## config.mk

```make
export PLATFORM = sky130hd
export DESIGN_NAME = sm_addsub_pipe_flat
export DESIGN_NICKNAME = d
export VERILOG_FILES = /design/src/rtl/sm_addsub_pipe_if.sv /design/src/rtl/sm_addsub_pipe.sv /design/src/flat_wrapper.sv
export SDC_FILE = /design/constraint.sdc
export NUM_CORES = 1
export LEC_CHECK = 0
export ABC_AREA = 1
export BUFFER_PORTS_ARGS = -buffer_cell sky130_fd_sc_hd__buf_2
export CAP_MARGIN = 10
export CORE_UTILIZATION = 40
export DETAILED_ROUTE_END_ITERATION = 6
export PLACE_DENSITY = 0.59
export SETUP_SLACK_MARGIN = 0.05
export SYNTH_ARGS = -nofsm -noshare
export SYNTH_HDL_FRONTEND = slang
export SYNTH_SLANG_ARGS = --single-unit
```

## constraint.sdc

```tcl
create_clock -name clk -period 3.3 [get_ports clk]
set_input_delay 0.66 -clock clk [delete_from_list [all_inputs] [get_ports clk]]
set_output_delay 0.66 -clock clk [all_outputs]
set_load 0.01 [all_outputs]
```

## src/rtl/sm_addsub_pipe_if.sv

```systemverilog
// Handshake and data bundle for sm_addsub_pipe.
// The dispatcher drives the master side.
// The add/subtract unit implements the slave side.
interface sm_addsub_pipe_if #(
    parameter int unsigned MAG_W     = 4,
    parameter int unsigned OUT_MAG_W = 8
);
    logic                   in_valid;
    logic                   in_ready;
    logic                   op_sub;
    logic [MAG_W:0]         x;
    logic [MAG_W:0]         y;
    logic                   out_valid;
    logic                   out_ready;
    logic [OUT_MAG_W+3:0]   out;

    modport master (
        output in_valid, op_sub, x, y, out_ready,
        input  in_ready, out_valid, out
    );

    modport slave (
        input  in_valid, op_sub, x, y, out_ready,
        output in_ready, out_valid, out
    );
endinterface

```

## src/rtl/sm_addsub_pipe.sv

```systemverilog
// Two-stage elastic sign-magnitude add/subtract unit.
// Stage 1 registers the effective signs, the zero-extended magnitudes and the
// compare result. Stage 2 forms the tagged result word {OPCODE, ovf, sign, mag}.
// Optional macro SM_ADDSUB_SAT_EN: on overflow, the magnitude clamps to all ones
// instead of wrapping.
module sm_addsub_pipe #(
    parameter int unsigned MAG_W     = 4,
    parameter int unsigned OUT_MAG_W = 8,
    parameter logic [1:0]  OPCODE    = 2'b01
) (
    input  logic             clk,
    input  logic             rst_n,
    sm_addsub_pipe_if.slave  bus
);
    localparam int unsigned EW = OUT_MAG_W + 1;

    logic                 r_s1_valid;
    logic                 r_sx;
    logic                 r_sy;
    logic                 r_same;
    logic                 r_x_ge;
    logic [EW-1:0]        r_xm;
    logic [EW-1:0]        r_ym;
    logic                 r_out_valid;
    logic [OUT_MAG_W+3:0] r_out;

    logic                 w_in_ready;
    logic                 w_in_fire;
    logic                 w_s2_load;
    logic [EW-1:0]        w_true_mag;
    logic                 w_ovf;
    logic                 w_sign;
    logic [OUT_MAG_W-1:0] w_mag;

    assign w_in_ready    = rst_n && !(r_s1_valid && r_out_valid && !bus.out_ready);
    assign w_in_fire     = bus.in_valid && w_in_ready;
    assign w_s2_load     = !r_out_valid || bus.out_ready;
    assign bus.in_ready  = w_in_ready;
    assign bus.out_valid = r_out_valid;
    assign bus.out       = r_out;

    // Stage 1: capture the operands with the effective sign of y and the magnitude compare.
    always_ff @(posedge clk or negedge rst_n) begin
        if (!rst_n) begin
            r_s1_valid <= 1'b0;
            r_sx       <= 1'b0;
            r_sy       <= 1'b0;
            r_same     <= 1'b0;
            r_x_ge     <= 1'b0;
            r_xm       <= '0;
            r_ym       <= '0;
        end else begin
            if (w_in_fire) begin
                r_s1_valid <= 1'b1;
                r_sx       <= bus.x[MAG_W];
                r_sy       <= bus.y[MAG_W] ^ bus.op_sub;
                r_same     <= (bus.x[MAG_W] == (bus.y[MAG_W] ^ bus.op_sub));
                r_x_ge     <= (bus.x[MAG_W-1:0] >= bus.y[MAG_W-1:0]);
                r_xm       <= EW'(bus.x[MAG_W-1:0]);
                r_ym       <= EW'(bus.y[MAG_W-1:0]);
            end else if (w_s2_load) begin
                r_s1_valid <= 1'b0;
            end
        end
    end

    // Stage 2 datapath: add or subtract the magnitudes, then flag overflow and normalise zero.
    // The zero test uses the untruncated magnitude, so a wrapped overflow keeps its sign.
    always_comb begin
        w_true_mag = '0;
        w_sign     = 1'b0;
        if (r_same) begin
            w_true_mag = r_xm + r_ym;
            w_sign     = r_sx;
        end else if (r_x_ge) begin
            w_true_mag = r_xm - r_ym;
            w_sign     = r_sx;
        end else begin
            w_true_mag = r_ym - r_xm;
            w_sign     = r_sy;
        end
        if (w_true_mag == '0) begin
            w_sign = 1'b0;
        end
        w_ovf = r_same && w_true_mag[OUT_MAG_W];
`ifdef SM_ADDSUB_SAT_EN
        w_mag = w_ovf ? '1 : w_true_mag[OUT_MAG_W-1:0];
`else
        w_mag = w_true_mag[OUT_MAG_W-1:0];
`endif
    end

    // Output register: load when it is empty or being drained, otherwise hold it stable.
    always_ff @(posedge clk or negedge rst_n) begin
        if (!rst_n) begin
            r_out_valid <= 1'b0;
            r_out       <= '0;
        end else if (w_s2_load) begin
            r_out_valid <= r_s1_valid;
            if (r_s1_valid) begin
                r_out <= {OPCODE, w_ovf, w_sign, w_mag};
            end
        end
    end
endmodule

```

## src/flat_wrapper.sv

```systemverilog
// flat-port wrapper written by rule: the top's interface ports become plain ports
module sm_addsub_pipe_flat 
#(
    parameter int unsigned MAG_W     = 4,
    parameter int unsigned OUT_MAG_W = 8,
    parameter logic [1:0]  OPCODE    = 2'b01
)
  (clk, rst_n, bus_in_valid, bus_op_sub, bus_x, bus_y, bus_out_ready, bus_in_ready, bus_out_valid, bus_out);
  sm_addsub_pipe_if #(.MAG_W(MAG_W), .OUT_MAG_W(OUT_MAG_W)) bus_i ();
  input  logic clk;
  input  logic rst_n;
  input wire logic [$bits(bus_i.in_valid)-1:0] bus_in_valid;
  input wire logic [$bits(bus_i.op_sub)-1:0] bus_op_sub;
  input wire logic [$bits(bus_i.x)-1:0] bus_x;
  input wire logic [$bits(bus_i.y)-1:0] bus_y;
  input wire logic [$bits(bus_i.out_ready)-1:0] bus_out_ready;
  output wire logic [$bits(bus_i.in_ready)-1:0] bus_in_ready;
  output wire logic [$bits(bus_i.out_valid)-1:0] bus_out_valid;
  output wire logic [$bits(bus_i.out)-1:0] bus_out;
  assign bus_i.in_valid = bus_in_valid;
  assign bus_i.op_sub = bus_op_sub;
  assign bus_i.x = bus_x;
  assign bus_i.y = bus_y;
  assign bus_i.out_ready = bus_out_ready;
  assign bus_in_ready = bus_i.in_ready;
  assign bus_out_valid = bus_i.out_valid;
  assign bus_out = bus_i.out;
  sm_addsub_pipe #(.MAG_W(MAG_W), .OUT_MAG_W(OUT_MAG_W), .OPCODE(OPCODE)) u_core (.clk(clk), .rst_n(rst_n), .bus(bus_i));
endmodule
```

---- Word-level counts from Yosys, hierarchy flattened ----
Index checks and enable logic that the tools add are counted.
cells by class
  add/subtract/negate cells ............... 3
  $mul .................................... 0
  divide/modulo/power cells ............... 0
  $lt $le $gt $ge ......................... 1
  equal/unequal tests ..................... 1
  shift-type cells ........................ 0
  multiplexer cells ....................... 7
  bitwise logic cells ..................... 1
  reductions and logical operators ........ 12
operators with widths
  cell               number
  $mux 9             2
  $sub 4x4->5        2
  $logic_not 9->1    1
  $add 4x4->5        1
  $logic_and 1x1->1  5
  $mux 1             5
  $ge 4x4->1         1
  $logic_not 1->1    3
  $reduce_and 2->1   1
  $reduce_bool 2->1  1
  $eq 1x1->1         1
  $logic_or 1x1->1   1
  $xor 1x1->1        1
storage, ports and cells
  register bits ........................... 25
  bits in latches ......................... 0
  RAM bits ................................ 0
  ROM bits ................................ 0
  bits of input ports ..................... 15
  logic and storage cells ................. 34
  memories kept ........................... 0

---- Depth between registers and ports, before layout ----
Gate-level depths: netlist of run 1.
  word-level depth ........................ 6
  gate-level depth with buffers ........... 13
  depth with buffers taken out ............ 13

---- Least setup slack after synthesis of run 1 ----
No wires, ideal clock.
  path kind ............................... reg-to-reg
  start ................................... register u_core.r_ym[0]
  end ..................................... register u_core.r_out[8] (netlist: u_core.bus.out[8])
  library setup time ...................... 0.116 ns
  data arrival time ....................... 1.621 ns
  data required time ...................... 3.184 ns
  setup slack ............................. 1.562 ns
  cell stages (with the launch flop) ...... 12
  path through ............................ dfrtp_1 > ha_1 > fa_1 > or2_1 > nand2_1 > nand2_1 > nand2_1 > nand2_1 > nor2_1 > nand3_1 > nand2_1 > nand2_1
on the way
  cells in the longest elaborated chain, start to end .. 5
  elaborated cells on any way between the ends .. 7
RTL lines
  what                            line                                        RTL
  from (decl)                     sm_addsub_pipe.sv:23                        logic [EW-1:0] r_ym;
  from (signal assigned)          sm_addsub_pipe.sv:60                        r_ym <= EW'(bus.y[MAG_W-1:0]);
  $sub 4x4->5 (on tied branches)  sm_addsub_pipe.sv:79, sm_addsub_pipe.sv:76
  $mux 9                          sm_addsub_pipe.sv:75                        end else if (r_x_ge) begin
  $mux 9 *                        sm_addsub_pipe.sv:72                        if (r_same) begin
  $logic_not 9->1 *               sm_addsub_pipe.sv:82                        if (w_true_mag == '0) begin
  $mux 1 *                        sm_addsub_pipe.sv:82
  to (signal assigned)            sm_addsub_pipe.sv:101                       r_out <= {OPCODE, w_ovf, w_sign, w_mag};
  to (decl)                       sm_addsub_pipe.sv:25                        logic [OUT_MAG_W+3:0] r_out;
Every way passes the cells marked *; elsewhere a longest branch is shown, timed or not.
A chain may end at the register's enable or synchronous reset.

---- Worst setup path in the final report of run 1 ----
  start ................................... input rst_n
  end ..................................... output bus_in_ready
on the way
  cells in the longest elaborated chain, start to end .. 1
RTL lines
  what               line                  RTL
  from (decl)        flat_wrapper.sv:11    input logic rst_n;
  $logic_and 1x1->1  sm_addsub_pipe.sv:35  assign w_in_ready = rst_n && !(r_s1_valid && r_out_valid && !bus.out_ready);
  to (decl)          flat_wrapper.sv:17    output wire logic [$bits(bus_i.in_ready)-1:0] bus_in_ready;
Every way passes these cells.

==> metrics, run 1 <==
status=completed; RSZ-0062 raised after global routing=no; Critical Path AT=1440 ps; P&R area growth vs syn=11.6%; MaxCap Viol Count=0; Slew headroom=0.657; htree depth=1; Synthesized Nets=211; antenna violations before repair=0; WP data required=2640 ps; Hold WC Path Type=input port to async pin; io pins=29; post-synthesis sequential area ratio=0.392; Mapped Cells=177; Die Y=62.5 um; met2 wire length=1300 um; met3 wire length=89 um; Post-CTS Resized=0; Root Buffer=clkbuf_4; Routed WL per cell=10.9 um; register area=576 um^2; Post-CTS Setup Inserts=0; TritonCTS clock tree=built; Crit Path Class=input port to primary output; setup TNS=0 ps; Top Layer Used=met4; P_int=0.533 mW; min Tclk post-route=2100 ps; Die X=62.5 um; synthesized area per cell=8.28 um^2; Total Die Area=3910 um^2; async set-reset flop share out of synthesis=1.00; Area contributors post-synth=dfrtp_1 (39%), ha_1 (14%), nand2_1 (10%), inv_1 (6.9%), o21ai_0 (5.1%); Setup Slack @ Placement=1150 ps; number of synthesized flops with an enable pin=0; Setup-failing EPs final=0; vias in the first global route=1142; grt ovf=0; DRC viols=0; Leak=0.894 nW; DR vias=1166; Post-synth top cells=nand2_1 (40), inv_1 (27), dfrtp_1 (23); Worst Max-Slew Pin Slew=515 ps; Reg power frac=0.444; placed cells=244; antenna cells=0; Synth Register Bits=23; top_reg_cell synth=dfrtp_1; CORE AREA=3420 um^2; CP Capture Type=primary output; num rows=21; Critical Path Start=rst_n; GRT Overall Usage=0.155; gpl congestion=0.917; net load switching power=0.351 mW; fin crit share=0.636; global-route wire length before repair=4860 um; Yosys top cell area share=0.392; post-route ant nets=0; Finished Layout Cells=248; vias per inst=4.70; Fmax=477 MHz; Crit Path Max Fanout=24; Pwr Density=540 nW/um^2; Final nets=237; DRT Pass-1 Iters=4; mapped cell area=1470 um^2; DPL Wire Length=2200 um; Yosys cell types=28; final core occ=0.479; # port buffers=27; Worst Reg-to-Reg Cells=11; # hold bufs at CTS=0; Starting Density=0.429; first-iteration detailed-routing DRC count=26; Final Hold Vio Count=0; met1 WL=1270 um; area leader, netlist=dfrtp_1; final wirelength=2710 um; Multi-input gate area=733 um^2; clock power share=0.161; Bufs on Longest Clock Path=2; Fillers=353; Ys Warns=0; Pwr Total=0.884 mW; reg2reg start=u_core.r_ym[0]; maximum number of pins on one net before global-route repair=25; Worst-path clk slew=140 ps; Clock Latency Late Sink=330 ps; Max VDD drop=0.158 mV; share of cells above drive strength 1=0.173; total CTS buffers=3; Net Sw Frac=0.397; count leader, synth=nand2_1; crit path launch type=input port; clk sinks=23; Setup WS post-layout=1200 ps; Gate power share=0.396; Max Slew Vio Count=0; Worst Skew=10.1 ps
final timing paths:
kind / slack [ps] / end
setup / recovery: 1200 / bus_in_ready
hold / removal: 270 / u_core.bus.out[0]
setup reg to reg: 1370 / u_core.bus.out[8]
hold reg to reg: 480 / u_core.bus.out[10]
max in group asynchronous: 2670 / u_core.r_xm[3]
min in group clk: 480 / u_core.bus.out[10]
power groups by stage:
| stage | Clock, mW | Sequential [mW] | Combinational [mW] |
|---|---|---|---|
| after floorplan | 0 | 0.408 | 0.250 |
| after global placement | 0 | 0.396 | 0.347 |
| after detailed placement | 0 | 0.400 | 0.354 |
| after CTS | 0.146 | 0.394 | 0.354 |
| after global routing | 0.162 | 0.404 | 0.404 |
| final | 0.142 | 0.392 | 0.350 |
state kept, by name, indices dropped and copies added (netlist names):
name                  flops
u_core.r_s1_valid         1
u_core.bus.out            9
u_core.r_same             1
u_core.r_sy               1
u_core.r_x_ge             1
u_core.r_xm               4
u_core.bus.out_valid      1
u_core.r_sx               1
u_core.r_ym               4
cell type report:
class,instances,share of cell area
clock buffers,3,0.0138
clock inverters,1,0.00459
inverters,28,0.0642
multi-input cells,120,0.448
flip-flops and latches,23,0.352
well taps,46,0.0352
repair buffers,27,0.0826
kinds of logic (layout without fill, tap and decap cells):
logic type	after synthesis	after routing	share of synthesized area
flops	23	23	0.392
buf+inv	34	59	0.108
simple gates	70	70	0.202
compound gates	28	28	0.106
fa+ha+maj	19	19	0.177
other cells	1	1	0.00256
xor+xnor	2	2	0.0119
stage by stage:
stage / cell area [um^2] / hold WS [ps]
after floorplan: 1470 / 364
after global placement: 1610 / 446
after detailed placement: 1610 / 459
after CTS: 1640 / 295
after global routing: 1640 / 298
final: 1640 / 273
critical path, cell delays in order:
cell and delay, ps:
buf_2 420, o21a_1 220, buf_2 130
metal layers:
metal / GRT usage / vias to the layer above
li1: - / 608
met4: 0.0698 / 0
met3: 0.0219 / 5
met2: 0.270 / 28
met5: 0 / -
met1: 0.189 / 525
layout by cell type (no fill, tap or decap), drive strengths merged:
cell      count
ha           16
a22oi         1
nor3          2
nand2        42
conb          1
xnor2         1
buf          27
o211ai        1
a31oi         2
nand3b        1
a21oi         6
or2           2
o21a          2
clkinvlp      1
nor2         10
nand3        12
dfrtp        23
xor2          1
o21ai        15
nand4         1
inv          28
fa            3
a21boi        1
clkbuf        3
Note: power is estimated with default switching activity, not from simulation.
==> inputs of run 2 (changes only) <==
- PLACE_DENSITY: 0.59 -> 0.61
- clock period: 3.3 -> 1.7 ns (I/O delays scaled with it)
==> run 2 against run 1 <==
  * The run now ends with setup timing left
  * Register-to-register slack got worse by 1500 ps
  * Flip-flop and latch count did not move
  * Clock skew fell by 8.4 ps
  * Routed wire length rose by 13%
  * Core utilization rose by 7.0 points
  * Worst setup slack got worse by 1300 ps
  * Critical path type is now register to register
  * Largest cell class unchanged
==> metrics, run 2 (synthesized netlist as in run 1, its figures left out) <==
CP Capture Type=register; share of cells above drive strength 1=0.319 (+0.145); Design Area, Final=1880 um^2 (+15%); Leak=1.01 nW (+13%); final wirelength=3050 um (+13%); first-iteration detailed-routing DRC count=49 (+88%); P_int=1.20 mW (+120%); Fillers=342 (-3.1%); RSZ-0062 raised after global routing=yes; commonest non-fill, non-tap cell in the layout=nand2_1; grt ovf=0 (unchanged); DPL Wire Length=2440 um (+11%); Clock Latency Late Sink=320 ps (about the same); Die X=62.5 um (unchanged); MaxCap Viol Count=0 (unchanged); Final Hold Vio Count=0 (unchanged); htree depth=1 (unchanged); vias per inst=4.69 (-0.22%); top cell family by delay on the critical path=simple AND/OR/NAND/NOR gates; Bufs on Longest Clock Path=2 (unchanged); maximum number of pins on one net before global-route repair=24 (-4.0%); CORE AREA=3420 um^2 (unchanged); Crit Path Max Fanout=4 (-83%); io pins=29 (unchanged); Fmax=547 MHz; Setup-failing EPs final=3 (+3); Reg power frac=0.394 (-0.050); Net Sw Frac=0.379 (-0.0180); Worst Skew=1.72 ps (-8.42 ps); fin crit share=1.08; status=finished, violations left; P&R area growth vs syn=28.0%; min Tclk post-route=1830 ps; clock power share=0.138 (-0.023); num rows=21 (unchanged); Root Buffer=clkbuf_4; Final nets=261 (+10%); Hold WC Path Type=input port to register; antenna violations before repair=0 (unchanged); Total Die Area=3910 um^2 (unchanged); most frequent CP cell=nand2_1; WP data required=1930 ps (-710 ps); Setup WS post-layout=-128 ps (-1330 ps); critical path, cell by cell=ha_2, fa_2, or2_1, nand2_1, nand2_1, nand2_1, nand2_1, nor2_1, nand3_1, nand2_1, nand2_1; total CTS buffers=3 (unchanged); TritonCTS clock tree=built; Critical Path AT=2060 ps (+620 ps); gpl congestion=0.790 (-14%); flop-to-flop setup slack=-130 ps (-1500 ps); global-route wire length before repair=5240 um (+7.7%); DRT Pass-1 Iters=4 (unchanged); Starting Density=0.429 (unchanged); crit path launch type=register; Max VDD drop=0.343 mV (+120%); vias in the first global route=1227 (+7.4%); Buf+Inv Stages, Crit Path=0 (-2); antenna cells=0 (unchanged); CP max stage delay=470 ps (+50 ps); Routed WL per cell=11.2 um (+2.8%); Die Y=62.5 um (unchanged); Worst Hold Margin=238 ps (-34.5 ps); DRC viols=0 (unchanged); Placed Area=1780 um^2 (+11%); Worst-path clk slew=130 ps (about the same); max reg flops=9 (unchanged); net load switching power=0.731 mW (+110%); Pwr Density=1030 nW/um^2 (+90%); register area=579 um^2 (+0.65%); clk sinks=23 (unchanged); Crit Path Class=register to register; GRT Overall Usage=0.169 (+0.0132); Multi-input gate area=790 um^2 (+7.7%); # port buffers=27 (unchanged); Gate power share=0.468 (+0.072); DR vias=1276 (+9.4%); CP max stage cell=dfrtp_2; post-route ant nets=0 (unchanged); Max Slew Vio Count=0 (unchanged); failing checks=setup timing; commonest cells after routing, fill and taps aside=nand2_1 (40), buf_2 (27), inv_1 (25), buf_4 (23), dfrtp_1 (20)
run 2: final timing paths:
path / startpoint / to / cells past startpoint
max in group asynchronous: rst_n / u_core.r_ym[0] / 3
setup reg to reg: u_core.r_xm[0] / u_core.bus.out[8] / 11
min in group asynchronous: rst_n / u_core.bus.out[4] / 3
hold / removal: bus_x[3] / u_core.r_xm[3] / 3
setup / recovery: u_core.r_xm[0] / u_core.bus.out[8] / 11
hold reg to reg: u_core.bus.out[1] / u_core.bus.out[1] / 2
run 2: power groups by stage:
stage	combinational, mW	sequential (mW)	clock [mW]
3_5_place_dp	0.857	0.768	0
5_1_grt	1.03	0.776	0.296
2_1_floorplan	0.488	0.795	0
6_report	0.902	0.759	0.267
4_1_cts	0.887	0.756	0.274
3_3_place_gp	0.856	0.763	0
run 2: worst register-to-register path: stages (launching register included):
cell,delay [ps]
dfrtp_2,470
ha_2,210
fa_2,350
or2_1,230
nand2_1,70
nand2_1,40
nand2_1,60
nand2_1,50
nor2_1,70
nand3_1,70
nand2_1,60
nand2_1,40
run 2: area by class of cell:
type | count | area share
clock buffer | 3 | 0.0120
clock inverter | 1 | 0.00267
inverter | 28 | 0.0560
multi-input combinational | 120 | 0.421
sequential | 23 | 0.309
tap | 46 | 0.0307
timing repair buffer | 51 | 0.169
run 2: repair_timing:
action / CTS / global route
setup buffers: 2 / 0
hold buffers: 1 / 0
pin swaps: 4 / 2
endpoints found under the setup margin: 5 / 6
hold endpoints to repair: 23 / 0
resized for setup: 3 / 8
run 2: stage by stage:
step	util	setup WS (ps)	power (mW)	cells	setup TNS (ps)
2_1_floorplan	-	12.7	1.28	177	0
5_1_grt	0.549	-262	2.10	272	-565
4_1_cts	0.540	-153	1.92	272	-194
3_5_place_dp	0.520	-141	1.62	265	-175
6_report	0.549	-128	1.93	272	-154
3_3_place_gp	0.520	-141	1.62	265	-186
run 2: layer usage:
layer | GRT usage | vias up | share of wire
met3 | 0.0237 | 9 | 0.032
met1 | 0.212 | 575 | 0.49
li1 | - | 656 | -
met4 | 0.0814 | 0 | 0.029
met2 | 0.283 | 36 | 0.45
met5 | 0 | - | 0
==> inputs of run 3 (changes only) <==
- CORE_UTILIZATION: 40 -> 49
- PLACE_DENSITY: 0.61 -> 0.73
==> run 3 against run 2 <==
  * Worst setup slack lost 74 ps
  * Die area shrank 18%
  * Register-to-register slack lost 70 ps
  * Critical path type unchanged
  * Total power grew 2.0%
  * Core utilization grew 10 points
  * Clock skew grew 6.1 ps
  * Worst hold slack lost 240 ps
  * Final area shrank 2.2%
  * Sequential share of layout area grew 0.63 points
  * Critical path depth grew 1
  * Global-route usage grew 4.7 points
  * Clock-buffer cell count grew 1
  * The flow finishes with violations (DRC, setup timing)
==> metrics, run 3 (synthesized netlist as in run 1, its figures left out) <==
htree depth=1 (unchanged); Fillers=235 (-31%); CP Capture Type=register; Final Hold Vio Count=0 (unchanged); total CTS buffers=3 (unchanged); MaxCap Viol Count=0 (unchanged); DPL Wire Length=2470 um (+0.97%); clk sinks=23 (unchanged); WP data required=1910 ps (-20 ps); grt ovf=0 (unchanged); vias per inst=5.04 (+7.5%); clock power share=0.128 (-0.010); net load switching power=0.749 mW (+2.4%); share of cells above drive strength 1=0.327 (+0.00877); vias in the first global route=1255 (+2.3%); Clock Latency Late Sink=310 ps (about the same); commonest non-fill, non-tap cell in the layout=nand2_1; P&R area growth vs syn=25.2%; Placed Area=1730 um^2 (-2.3%); CP max stage cell=fa_1; Crit Path Max Fanout=3 (-1); num rows=19 (-9.5%); antenna violations before repair=0 (unchanged); Net Sw Frac=0.381 (+0.00130); min Tclk post-route=1900 ps (+73.6 ps); Worst Skew=7.86 ps (+6.14 ps); Critical Path Start=u_core.r_ym[0]; Die Y=56.7 um (-9.3%); Hold WC Path Type=input port to async pin; CP max stage delay=490 ps (+20 ps); Critical Path AT=2110 ps (+50 ps); Worst-path clk slew=130 ps (about the same); io pins=29 (unchanged); gpl congestion=0.906 (+15%); TritonCTS clock tree=built; Routed WL per cell=12.5 um (+12%); DRC viols=2 (+2); Crit Path Class=register to register; antenna cells=0 (unchanged); Pwr Density=1070 nW/um^2 (+4.3%); first-iteration detailed-routing DRC count=41 (-16%); crit path launch type=register; fin crit share=1.12 (+0.0433); Total Die Area=3220 um^2 (-18%); max reg flops=9 (unchanged); Max VDD drop=0.525 mV (+53%); Fmax=526 MHz (-3.9%); CORE AREA=2810 um^2 (-18%); DR vias=1281 (+0.39%); most frequent CP cell=nand2_1; # port buffers=27 (unchanged); Design Area, Final=1840 um^2 (-2.2%); Starting Density=0.523 (+0.0934); critical path, cell by cell=inv_2, ha_2, fa_1, inv_1, nand2_1, nand3_2, nor2_2, nand2_1, nor2_1, nand3_1, nand2_1, nand2_1; reg2reg start=u_core.r_ym[0]; Root Buffer=clkbuf_4; Die X=56.7 um (-9.3%); status=finished, violations left; failing checks=DRC, setup timing; final wirelength=3180 um (+4.4%); DRT Pass-1 Iters=6 (+2); Max Slew Vio Count=0 (unchanged); post-route ant nets=0 (unchanged); Gate power share=0.481 (+0.013); RSZ-0062 raised after global routing=yes; commonest cells after routing, fill and taps aside=nand2_1 (38), buf_2 (27), inv_1 (24), dfrtp_1 (21), buf_4 (20); Setup-failing EPs final=4 (+1); Final nets=258 (-1.1%); global-route wire length before repair=5380 um (+2.6%); P_int=1.22 mW (+1.8%); Reg power frac=0.390 (-0.004); # hold bufs at CTS=0 (-1); Leak=0.995 nW (-1.3%); final core occ=0.654 (+0.105); Setup WS post-layout=-202 ps (-73.6 ps); Bufs on Longest Clock Path=2 (unchanged); maximum number of pins on one net before global-route repair=24 (unchanged); Setup Slack @ Placement=-137 ps (+4.24 ps); GRT Overall Usage=0.216 (+0.0475); Pwr Total=1.97 mW (+2.0%)
==> run 3: cell types whose count changed in the layout (fill, tap and decap cells not counted), moves of 2 or more <==
| cell | delta |
|---|---|
| buf_4 | -3 |
| nand2_1 | -2 |
| nand2_2 | +2 |
| nor2_1 | -2 |
| nor2_2 | +2 |
==> run 3: worst paths after layout <==
check	slack, ps	endpoint	depth (start not counted)
worst max register to register	-200	u_core.bus.out[8]	12
worst max-delay path	-200	u_core.bus.out[8]	12
max in group asynchronous	1450	u_core.r_ym[1]	2
worst min register to register	490	u_core.bus.out[4]	2
min in group clk	250	u_core.r_xm[2]	3
worst min-delay path	2	u_core.bus.out[4]	2
==> run 3: area by class of cell <==
type                    count  area (um^2)  share of cell area
clock buffers               4         26.3              0.0143
inverters                  28          105              0.0573
multi-input cells         120          791               0.431
flip-flops and latches     23          578               0.315
well taps                  31         38.8              0.0211
repair buffers             48          297               0.162
==> run 3: per-stage QoR <==
| step | setup TNS (ps) | instances | hold slack [ps] |
|---|---|---|---|
| 6_report | -374 | 254 | 2.21 |
| 2_1_floorplan | 0 | 177 | 44.4 |
| 3_5_place_dp | -276 | 247 | 355 |
| 4_1_cts | -289 | 251 | 9.42 |
| 3_3_place_gp | -132 | 247 | 345 |
| 5_1_grt | -996 | 254 | 21.3 |
==> run 3: power groups by stage <==
stage | clock network, mW | logic [mW] | registers [mW]
after floorplan | 0 | 0.488 | 0.795
after global placement | 0 | 0.831 | 0.764
after detailed placement | 0 | 0.848 | 0.776
after CTS | 0.258 | 0.853 | 0.766
after global routing | 0.281 | 1.07 | 0.785
final | 0.252 | 0.947 | 0.768
==> run 3: worst max-delay path, delay by kind of cell (launching register included) <==
kind | cells | cell delay (ps)
AND/OR/NAND/NOR | 8 | 620
buffers and inverters | 2 | 100
flip-flops | 1 | 410
adder cells (fa/ha/maj) | 2 | 680
==> run 3: what timing repair did <==
action | 4_1_cts | 5_1_grt
pin swaps | 0 | 6
setup endpoints to repair | 5 | 6
gates resized for setup | 3 | 12
buffers inserted | 0 | 3
==> run 3: routing by layer <==
| layer | share of wire | GRT usage |
|---|---|---|
| met3 | 0.031 | 0.0207 |
| met1 | 0.43 | 0.248 |
| met5 | 0 | 0 |
| met2 | 0.52 | 0.403 |
| met4 | 0.020 | 0.0929 |
